**src/rtl/alu_req_sequencer_if.sv**
```systemverilog
// Bundle of requester, response, ALU-side and status signals for alu_req_sequencer.
// slave = sequencer side, master = requesters plus the external add_sub unit.
interface alu_req_sequencer_if #(
  parameter int DW = 3,
  parameter int RW = 4
);
  logic          req0_valid;
  logic          req0_ready;
  logic          req0_op;
  logic [DW-1:0] req0_a;
  logic [DW-1:0] req0_b;
  logic          req1_valid;
  logic          req1_ready;
  logic          req1_op;
  logic [DW-1:0] req1_a;
  logic [DW-1:0] req1_b;
  logic          resp0_valid;
  logic          resp0_ready;
  logic          resp1_valid;
  logic          resp1_ready;
  logic [RW-1:0] resp_r;
  logic          resp_sf;
  logic          resp_zf;
  logic          alu_op;
  logic [DW-1:0] alu_a;
  logic [DW-1:0] alu_b;
  logic [RW-1:0] alu_r;
  logic          alu_sf;
  logic          alu_zf;
  logic          busy;

  modport slave (
    input  req0_valid, req0_op, req0_a, req0_b,
    input  req1_valid, req1_op, req1_a, req1_b,
    input  resp0_ready, resp1_ready,
    input  alu_r, alu_sf, alu_zf,
    output req0_ready, req1_ready,
    output resp0_valid, resp1_valid, resp_r, resp_sf, resp_zf,
    output alu_op, alu_a, alu_b,
    output busy
  );

  modport master (
    output req0_valid, req0_op, req0_a, req0_b,
    output req1_valid, req1_op, req1_a, req1_b,
    output resp0_ready, resp1_ready,
    output alu_r, alu_sf, alu_zf,
    input  req0_ready, req1_ready,
    input  resp0_valid, resp1_valid, resp_r, resp_sf, resp_zf,
    input  alu_op, alu_a, alu_b,
    input  busy
  );
endinterface

```
**src/rtl/alu_req_sequencer.sv**
```systemverilog
// Two-requester sequencer in front of a shared combinational add_sub unit.
// Define ALU_FIXED_PRIO_EN for fixed priority to requester 0 instead of round-robin.
module alu_req_sequencer #(
  parameter int DW = 3,
  parameter int RW = 4
) (
  input logic               clk,
  input logic               rst,
  alu_req_sequencer_if.slave bus
);

  typedef enum logic [1:0] {IDLE, EXEC, RESP} state_t;

  state_t        state_q, state_d;
  logic          grant;
  logic          grant_vld;
  logic          accept;
  logic          gid_q;
  logic          resp_take;

  logic          op_p0;
  logic [DW-1:0] a_p0;
  logic [DW-1:0] b_p0;
  logic [RW-1:0] r_p1;
  logic          sf_p1;
  logic          zf_p1;

`ifdef ALU_FIXED_PRIO_EN
  always_comb begin
    grant_vld = bus.req0_valid | bus.req1_valid;
    grant     = ~bus.req0_valid;
  end
`else
  logic rr_last_q;

  // Contention goes to whoever was not served last; a lone requester always wins.
  always_comb begin
    grant_vld = bus.req0_valid | bus.req1_valid;
    if (bus.req0_valid && bus.req1_valid) grant = ~rr_last_q;
    else                                  grant = bus.req1_valid;
  end

  always_ff @(posedge clk) begin
    if (rst)                  rr_last_q <= 1'b1;
    else if (state_q == EXEC) rr_last_q <= gid_q;
  end
`endif

  always_ff @(posedge clk) begin
    if (rst) state_q <= IDLE;
    else     state_q <= state_d;
  end

  assign resp_take = gid_q ? bus.resp1_ready : bus.resp0_ready;

  always_comb begin
    state_d        = state_q;
    accept         = 1'b0;
    bus.req0_ready = 1'b0;
    bus.req1_ready = 1'b0;
    unique case (state_q)
      IDLE: begin
        if (grant_vld) begin
          accept         = 1'b1;
          bus.req0_ready = ~grant;
          bus.req1_ready = grant;
          state_d        = EXEC;
        end
      end
      EXEC: state_d = RESP;
      RESP: if (resp_take) state_d = IDLE;
      default: state_d = IDLE;
    endcase
  end

  // p0: operands captured at accept, held until the next accept
  always_ff @(posedge clk) begin
    if (rst) begin
      op_p0 <= 1'b0;
      a_p0  <= '0;
      b_p0  <= '0;
      gid_q <= 1'b0;
    end else if (accept) begin
      op_p0 <= grant ? bus.req1_op : bus.req0_op;
      a_p0  <= grant ? bus.req1_a  : bus.req0_a;
      b_p0  <= grant ? bus.req1_b  : bus.req0_b;
      gid_q <= grant;
    end
  end

  // p1: ALU result registered at the end of EXEC and held through RESP
  always_ff @(posedge clk) begin
    if (rst) begin
      r_p1  <= '0;
      sf_p1 <= 1'b0;
      zf_p1 <= 1'b0;
    end else if (state_q == EXEC) begin
      r_p1  <= bus.alu_r;
      sf_p1 <= bus.alu_sf;
      zf_p1 <= bus.alu_zf;
    end
  end

  assign bus.alu_op      = op_p0;
  assign bus.alu_a       = a_p0;
  assign bus.alu_b       = b_p0;
  assign bus.resp_r      = r_p1;
  assign bus.resp_sf     = sf_p1;
  assign bus.resp_zf     = zf_p1;
  assign bus.resp0_valid = (state_q == RESP) && !gid_q;
  assign bus.resp1_valid = (state_q == RESP) &&  gid_q;
  assign bus.busy        = (state_q != IDLE);

endmodule

```
**src/flat_wrapper.sv**
```systemverilog
// flat-port wrapper written by rule: the top's interface ports become plain ports
module alu_req_sequencer_flat 
#(
  parameter int DW = 3,
  parameter int RW = 4
)
  (clk, rst, bus_req0_valid, bus_req0_op, bus_req0_a, bus_req0_b, bus_req1_valid, bus_req1_op, bus_req1_a, bus_req1_b, bus_resp0_ready, bus_resp1_ready, bus_alu_r, bus_alu_sf, bus_alu_zf, bus_req0_ready, bus_req1_ready, bus_resp0_valid, bus_resp1_valid, bus_resp_r, bus_resp_sf, bus_resp_zf, bus_alu_op, bus_alu_a, bus_alu_b, bus_busy);
  alu_req_sequencer_if #(.DW(DW), .RW(RW)) bus_i ();
  input logic clk;
  input logic rst;
  input wire logic [$bits(bus_i.req0_valid)-1:0] bus_req0_valid;
  input wire logic [$bits(bus_i.req0_op)-1:0] bus_req0_op;
  input wire logic [$bits(bus_i.req0_a)-1:0] bus_req0_a;
  input wire logic [$bits(bus_i.req0_b)-1:0] bus_req0_b;
  input wire logic [$bits(bus_i.req1_valid)-1:0] bus_req1_valid;
  input wire logic [$bits(bus_i.req1_op)-1:0] bus_req1_op;
  input wire logic [$bits(bus_i.req1_a)-1:0] bus_req1_a;
  input wire logic [$bits(bus_i.req1_b)-1:0] bus_req1_b;
  input wire logic [$bits(bus_i.resp0_ready)-1:0] bus_resp0_ready;
  input wire logic [$bits(bus_i.resp1_ready)-1:0] bus_resp1_ready;
  input wire logic [$bits(bus_i.alu_r)-1:0] bus_alu_r;
  input wire logic [$bits(bus_i.alu_sf)-1:0] bus_alu_sf;
  input wire logic [$bits(bus_i.alu_zf)-1:0] bus_alu_zf;
  output wire logic [$bits(bus_i.req0_ready)-1:0] bus_req0_ready;
  output wire logic [$bits(bus_i.req1_ready)-1:0] bus_req1_ready;
  output wire logic [$bits(bus_i.resp0_valid)-1:0] bus_resp0_valid;
  output wire logic [$bits(bus_i.resp1_valid)-1:0] bus_resp1_valid;
  output wire logic [$bits(bus_i.resp_r)-1:0] bus_resp_r;
  output wire logic [$bits(bus_i.resp_sf)-1:0] bus_resp_sf;
  output wire logic [$bits(bus_i.resp_zf)-1:0] bus_resp_zf;
  output wire logic [$bits(bus_i.alu_op)-1:0] bus_alu_op;
  output wire logic [$bits(bus_i.alu_a)-1:0] bus_alu_a;
  output wire logic [$bits(bus_i.alu_b)-1:0] bus_alu_b;
  output wire logic [$bits(bus_i.busy)-1:0] bus_busy;
  assign bus_i.req0_valid = bus_req0_valid;
  assign bus_i.req0_op = bus_req0_op;
  assign bus_i.req0_a = bus_req0_a;
  assign bus_i.req0_b = bus_req0_b;
  assign bus_i.req1_valid = bus_req1_valid;
  assign bus_i.req1_op = bus_req1_op;
  assign bus_i.req1_a = bus_req1_a;
  assign bus_i.req1_b = bus_req1_b;
  assign bus_i.resp0_ready = bus_resp0_ready;
  assign bus_i.resp1_ready = bus_resp1_ready;
  assign bus_i.alu_r = bus_alu_r;
  assign bus_i.alu_sf = bus_alu_sf;
  assign bus_i.alu_zf = bus_alu_zf;
  assign bus_req0_ready = bus_i.req0_ready;
  assign bus_req1_ready = bus_i.req1_ready;
  assign bus_resp0_valid = bus_i.resp0_valid;
  assign bus_resp1_valid = bus_i.resp1_valid;
  assign bus_resp_r = bus_i.resp_r;
  assign bus_resp_sf = bus_i.resp_sf;
  assign bus_resp_zf = bus_i.resp_zf;
  assign bus_alu_op = bus_i.alu_op;
  assign bus_alu_a = bus_i.alu_a;
  assign bus_alu_b = bus_i.alu_b;
  assign bus_busy = bus_i.busy;
  alu_req_sequencer #(.DW(DW), .RW(RW)) u_core (.clk(clk), .rst(rst), .bus(bus_i));
endmodule
```
**config.mk**
```make
export PLATFORM = sky130hd
export DESIGN_NAME = alu_req_sequencer_flat
export DESIGN_NICKNAME = d
export VERILOG_FILES = /design/src/rtl/alu_req_sequencer_if.sv /design/src/rtl/alu_req_sequencer.sv /design/src/flat_wrapper.sv
export SDC_FILE = /design/constraint.sdc
export NUM_CORES = 1
export LEC_CHECK = 0
export CAP_MARGIN = 20
export CORE_AREA = 8 8 47 67
export CTS_CLUSTER_SIZE = 40
export DETAILED_ROUTE_END_ITERATION = 12
export DIE_AREA = 0 0 55 75
export PLACE_DENSITY = 0.82
export SLEW_MARGIN = 10
export SYNTH_ARGS = -nofsm -noshare
export SYNTH_HDL_FRONTEND = slang
export SYNTH_SLANG_ARGS = --single-unit
```
**constraint.sdc**
```tcl
create_clock -name clk -period 2.2 [get_ports clk]
set_input_delay 0.44 -clock clk [delete_from_list [all_inputs] [get_ports clk]]
set_output_delay 0.44 -clock clk [all_outputs]
set_load 0.005 [all_outputs]
```
; Word-level counts from Yosys, hierarchy flattened
; Cells that the tools add are included.
[totals]
reg_bits = 17
inputBits = 26
output_inout_bits = 18
wordCells = 37
[op_classes]
eq_ne = 4
n_mux = 14
bitwise = 3
reduce_logical = 7
[op_table]
columns = op, count
row1 = 1-bit two-way mux, 9
row2 = 3-bit two-way mux, 2
row3 = 2-bit case mux with 3 select lines, 1
row4 = 2-bit two-way mux, 2
row5 = "2-bit by 1-bit inequality test with 1-bit output, second input constant", 2
row6 = 1-bit logical AND, 3
row7 = "2-bit by 1-bit equality test with 1-bit output, second input constant", 1
row8 = "2-bit equality test, second input constant", 1
row9 = 2-bit zero test, 1
row10 = 1-bit NOT, 2
row11 = 2-bit AND reduction, 1
row12 = 2-bit nonzero test, 1
row13 = 1-bit zero test, 1
row14 = 1-bit OR, 1

; Depth between registers and ports, before layout
[logic_depth]
ltp_word = 5
mapped_depth = 4
depth_no_buf = 4

; Worst setup path after synthesis
; No wires, ideal clock.
[synth_timing]
path_kind = input -> output
startpoint = in bus_req1_valid
endpoint = out bus_req0_ready
arrival_time_ns = 0.904
required_ns = 1.760
path_slack_ns = 0.856
stages = 4
path_buffers = 1
path_cell_list = or2_1 > buf_6 > nand2_1 > nor2_1
[synth_via]
elab_chain_len = 5
elab_cells_between_ends = 6
classes_between = 3 x mux / 2 x bitwise / 1 x reduce/logical
[synth_rtl]
columns = element, line
row1 = "start, declared", flat_wrapper.sv:15  ; input wire logic [$bits(bus_i.req1_valid)-1:0] bus_req1_valid;
row2 = 1-bit logical AND, alu_req_sequencer.sv:39  ; if (bus.req0_valid && bus.req1_valid) grant = ~rr_last_q;
row3 = 1-bit two-way mux, alu_req_sequencer.sv:39
row4 = 1-bit NOT, alu_req_sequencer.sv:65  ; bus.req0_ready = ~grant;
row5 = 1-bit two-way mux (*), alu_req_sequencer.sv:63  ; if (grant_vld) begin
row6 = 1-bit two-way mux (*), alu_req_sequencer.sv:61  ; unique case (state_q)
row7 = "end, declared", flat_wrapper.sv:24  ; output wire logic [$bits(bus_i.req0_ready)-1:0] bus_req0_ready;
; Every way passes the cells marked *; elsewhere a longest branch is shown, timed or not.

; Worst setup path in the final report
[layout_timing]
startpoint = reg u_core.state_q[1]
endpoint = out bus_resp0_valid
[layout_via]
elab_chain_len = 2
[layout_rtl]
columns = element, line
row1 = "start, declared", alu_req_sequencer.sv:14  ; state_t state_q, state_d;
row2 = "start signal, assigned", alu_req_sequencer.sv:51  ; else state_q <= state_d;
row3 = 2-bit equality test, alu_req_sequencer.sv:110  ; assign bus.resp0_valid = (state_q == RESP) && !gid_q;
row4 = 1-bit logical AND, alu_req_sequencer.sv:110
row5 = "end, declared", flat_wrapper.sv:26  ; output wire logic [$bits(bus_i.resp0_valid)-1:0] bus_resp0_valid;
; No other way between the ends.

==> summary.txt <==
Post-synthesis async set-or-reset flop share: 0
Final wirelength: 2340 µm
Initial antenna violation count: 0
CTS tree: built
Vias/cell: 5.061
Worst Path Required: 1.76 ns
Dpl cell area: 0.001231 mm²
Gate Count Post-Synth: 91
Largest family of logic cells by synthesized area: simple AND/OR/NAND/NOR gates
Fmax: 500.2 MHz
Unrepaired setup endpoints after global routing: false
Seq pwr share: 0.479
Crit Path Max Fanout: 6
Top_reg_cell synth: dfxtp_1
Clock power frac: 0.220
Clock sink total: 17
Crit start category: flip-flop
Mapped cell area: 762.0 µm²
Die area: 0.004125 mm²
CTS clk-pin slew, worst paths: 0.09 ns
Skew-Pair Late Insertion Delay: 0.29 ns
WL met1: 798 µm
Max stage delay on crit path: 0.53 ns
Core Region: 0.002207 mm²
Outcome: finished, final reports clean
DRC errors left: 0
Lkg Pwr: 0.5038 nW
DP HPWL: 1904 µm
Simple-gate share of the synthesized area: 0.2709
GRT Total Usage: 0.1213
H-tree levels: 1
#FFs+latches synth: 17
Yosys top cell area share: 0.4466
Diode count: 0
Syn avg cell area: 8.373 µm²
Area grow syn2layout: 65.85%
Setup CP Type: flip-flop to primary output
Crit path buf inv count: 1
P_int: 0.0005465 W
Sw power: 0.0002103 W
Sw Share: 0.2779
Final Instance Area: 0.001264 mm²
Vias in the first global route: 883
Crit end category: primary output
Hold Path Class: flip-flop to flip-flop
Synth top area cells: dfxtp_1 45%, nand2_1 15%, a21oi_1 9.9%
Non-filler cells, final: 163
Final hold slack: 0.4605 ns
Hold buffers post-CTS: 0
Tcrit/Tclk final: 0.9087
Synth Area in Compound Gates: 0.2233
DRT antenna net count: 0
Post-layout min period: 1.999 ns
Fraction of layout cells with a size suffix above 1: 0.1071
Worst Hold Depth: 2
Grt ovf: 0
Met2 wire length: 1235 µm
Vias: 825
Crit-path leading delay family: buffers and inverters
Die Wd: 55 µm
Mux cell area share after synthesis: 0.01314
Fin Setup TNS: 0 ns
Endpoints failing setup: 0
Pre-Repair DR Iteration Count: 4
Seq/Total Area, Yosys: 0.4466
Post-Place Cells: 158
XOR/XNOR share of the synthesized area: 0
Height of the die: 75 µm
Number of flops mapped to enable cells by yosys: 0
Number of DRC markers in iteration 0: 9
Cell Rows: 21
Setup ws final: 0.2009 ns
Max Slew Vio Count: 0
Synth unique cells: 23
Adder-Cell Fraction of Synth Area: 0
Initial Util: 0.3452
# IOs: 44
Highest metal used: met4
WL met3: 263 µm
Hold Violations, Final: 0
Max-Cap Viols: 0
Pwr/cell area: 598.9 mW/mm²
Slew Limit Headroom: 0.6207
Syn nets: 117
Final RePlAce weighted congestion: 0.7719
Num CTS Buffers: 3
Syn. warnings: 0
Worst path depth: 2
Setup slack at placement: -0.1353 ns
Layout Nets: 167
Gate power share: 0.301
Worst reg-to-reg path cell count: 5
Number of I/O port buffers: 43
Worst path cell trace: nor3b_1 > clkdlybuf4s50_1
Max IR drop VDD: 0.2573 mV
Crit path arrival time: 1.56 ns
Area leader, netlist: dfxtp_1
Largest net degree at the start of global routing: 18
First-pass GRT wire length: 3663 µm
Worst-Margin Slew: 0.5672 ns
Mean routed wirelength per cell: 14.36 µm
CP max-delay cell: clkdlybuf4s50_1
Setup Skew: 0.001157 ns
Root Driver: clkbuf_4
Clk buf depth: 2
## what timing repair did
| action | in CTS | in global routing |
|---|---|---|
| setup buffers | 1 | 0 |
| endpoints found under the hold margin | 0 | 0 |
| gates resized for setup | 4 | 0 |
| setup endpoints to repair | 2 | 0 |
## logic make-up after synthesis
family,Yosys count
mux,1
simple gates,42
buf+inv,6
flops,17
compound gates,25
## sequential cells by signal, indices dropped and copies added, names as in the netlist, 2 cells and up
signal / count
u_core.bus.alu_a: 3
u_core.state_q: 2
u_core.bus.alu_b: 3
u_core.bus.resp_r: 4
## cell type report
type	count	area (µm²)
fillers	213	943.4
multi-input cells	68	389.1
clock buffers	4	26.28
flip-flops and latches	17	340.3
repair buffers	49	471.7
inverters	2	7.507
well taps	23	28.78
## worst min-delay path: cells and delay by family (launching register included)
kind,cells,cell delay [ns]
AOI/OAI and AO/OA,1,0.05
DFF,1,0.32
and+or+nand+nor,1,0.05
## power groups by stage
stage / clock, W / combinational (W) / sequential, W
final: 0.000166 / 0.000228 / 0.000363
after floorplan: 0 / 0.0000943 / 0.000369
after global placement: 0 / 0.000227 / 0.000368
after CTS: 0.000175 / 0.000233 / 0.000363
after detailed placement: 0 / 0.000232 / 0.000370
after global routing: 0.000192 / 0.000250 / 0.000368
## per-layer routing
metal  vias to the layer above  GRT usage
met4                         0    0.07239
li1                        413          -
met2                        36     0.2149
met1                       372     0.1153
met5                         -          0
met3                         4    0.03755
## cell usage after synthesis (2+ instances only)
| cell | instances |
|---|---|
| nand2_1 | 30 |
| dfxtp_1 | 17 |
| a21oi_1 | 15 |
| a311oi_1 | 7 |
| nor2_1 | 3 |
| nand3b_1 | 2 |
## worst paths after layout
kind / startpoint / endpoint / slack [ns]
worst max-delay path: u_core.state_q[1]$_SDFFE_PP0P_ / bus_resp0_valid / 0.20
worst min-delay path: u_core.bus.resp_r[3]$_SDFFE_PP0N_ / u_core.bus.resp_r[3]$_SDFFE_PP0N_ / 0.46
worst max register to register: u_core.rr_last_q$_SDFFE_PP1N_ / u_core.bus.alu_b[2]$_SDFFE_PP0P_ / 1.02
worst min register to register: u_core.bus.resp_r[3]$_SDFFE_PP0N_ / u_core.bus.resp_r[3]$_SDFFE_PP0N_ / 0.46
## metrics by stage
stage / util / total power (W)
finish: 0.5726 / 0.0007568
global route: 0.5726 / 0.0008099
CTS: 0.5726 / 0.0007707
detailed placement: 0.5578 / 0.0006020
global placement: 0.5578 / 0.0005953
floorplan: - / 0.0004632
## layout by cell type (no fill, tap or decap), drive strengths merged
| master | synthesis | final |
|---|---|---|
| buf | 2 | 6 |
| and3b | 1 | 1 |
| clkbuf | 2 | 4 |
| nor3b | 1 | 1 |
| dlygate4sd2 | 0 | 3 |
| nand2b | 1 | 1 |
| nand3b | 2 | 2 |
| and2b | 1 | 1 |
| nand2 | 30 | 30 |
| a21oi | 15 | 15 |
| o21ai | 1 | 1 |
| inv | 2 | 2 |
| or2 | 1 | 1 |
| dfxtp | 17 | 17 |
| a311oi | 7 | 7 |
| mux2i | 1 | 1 |
| clkdlybuf4s50 | 0 | 40 |
| a21bo | 1 | 1 |
| a21boi | 1 | 1 |
| nor2 | 5 | 5 |
Note: power is estimated with default switching activity, not from simulation.
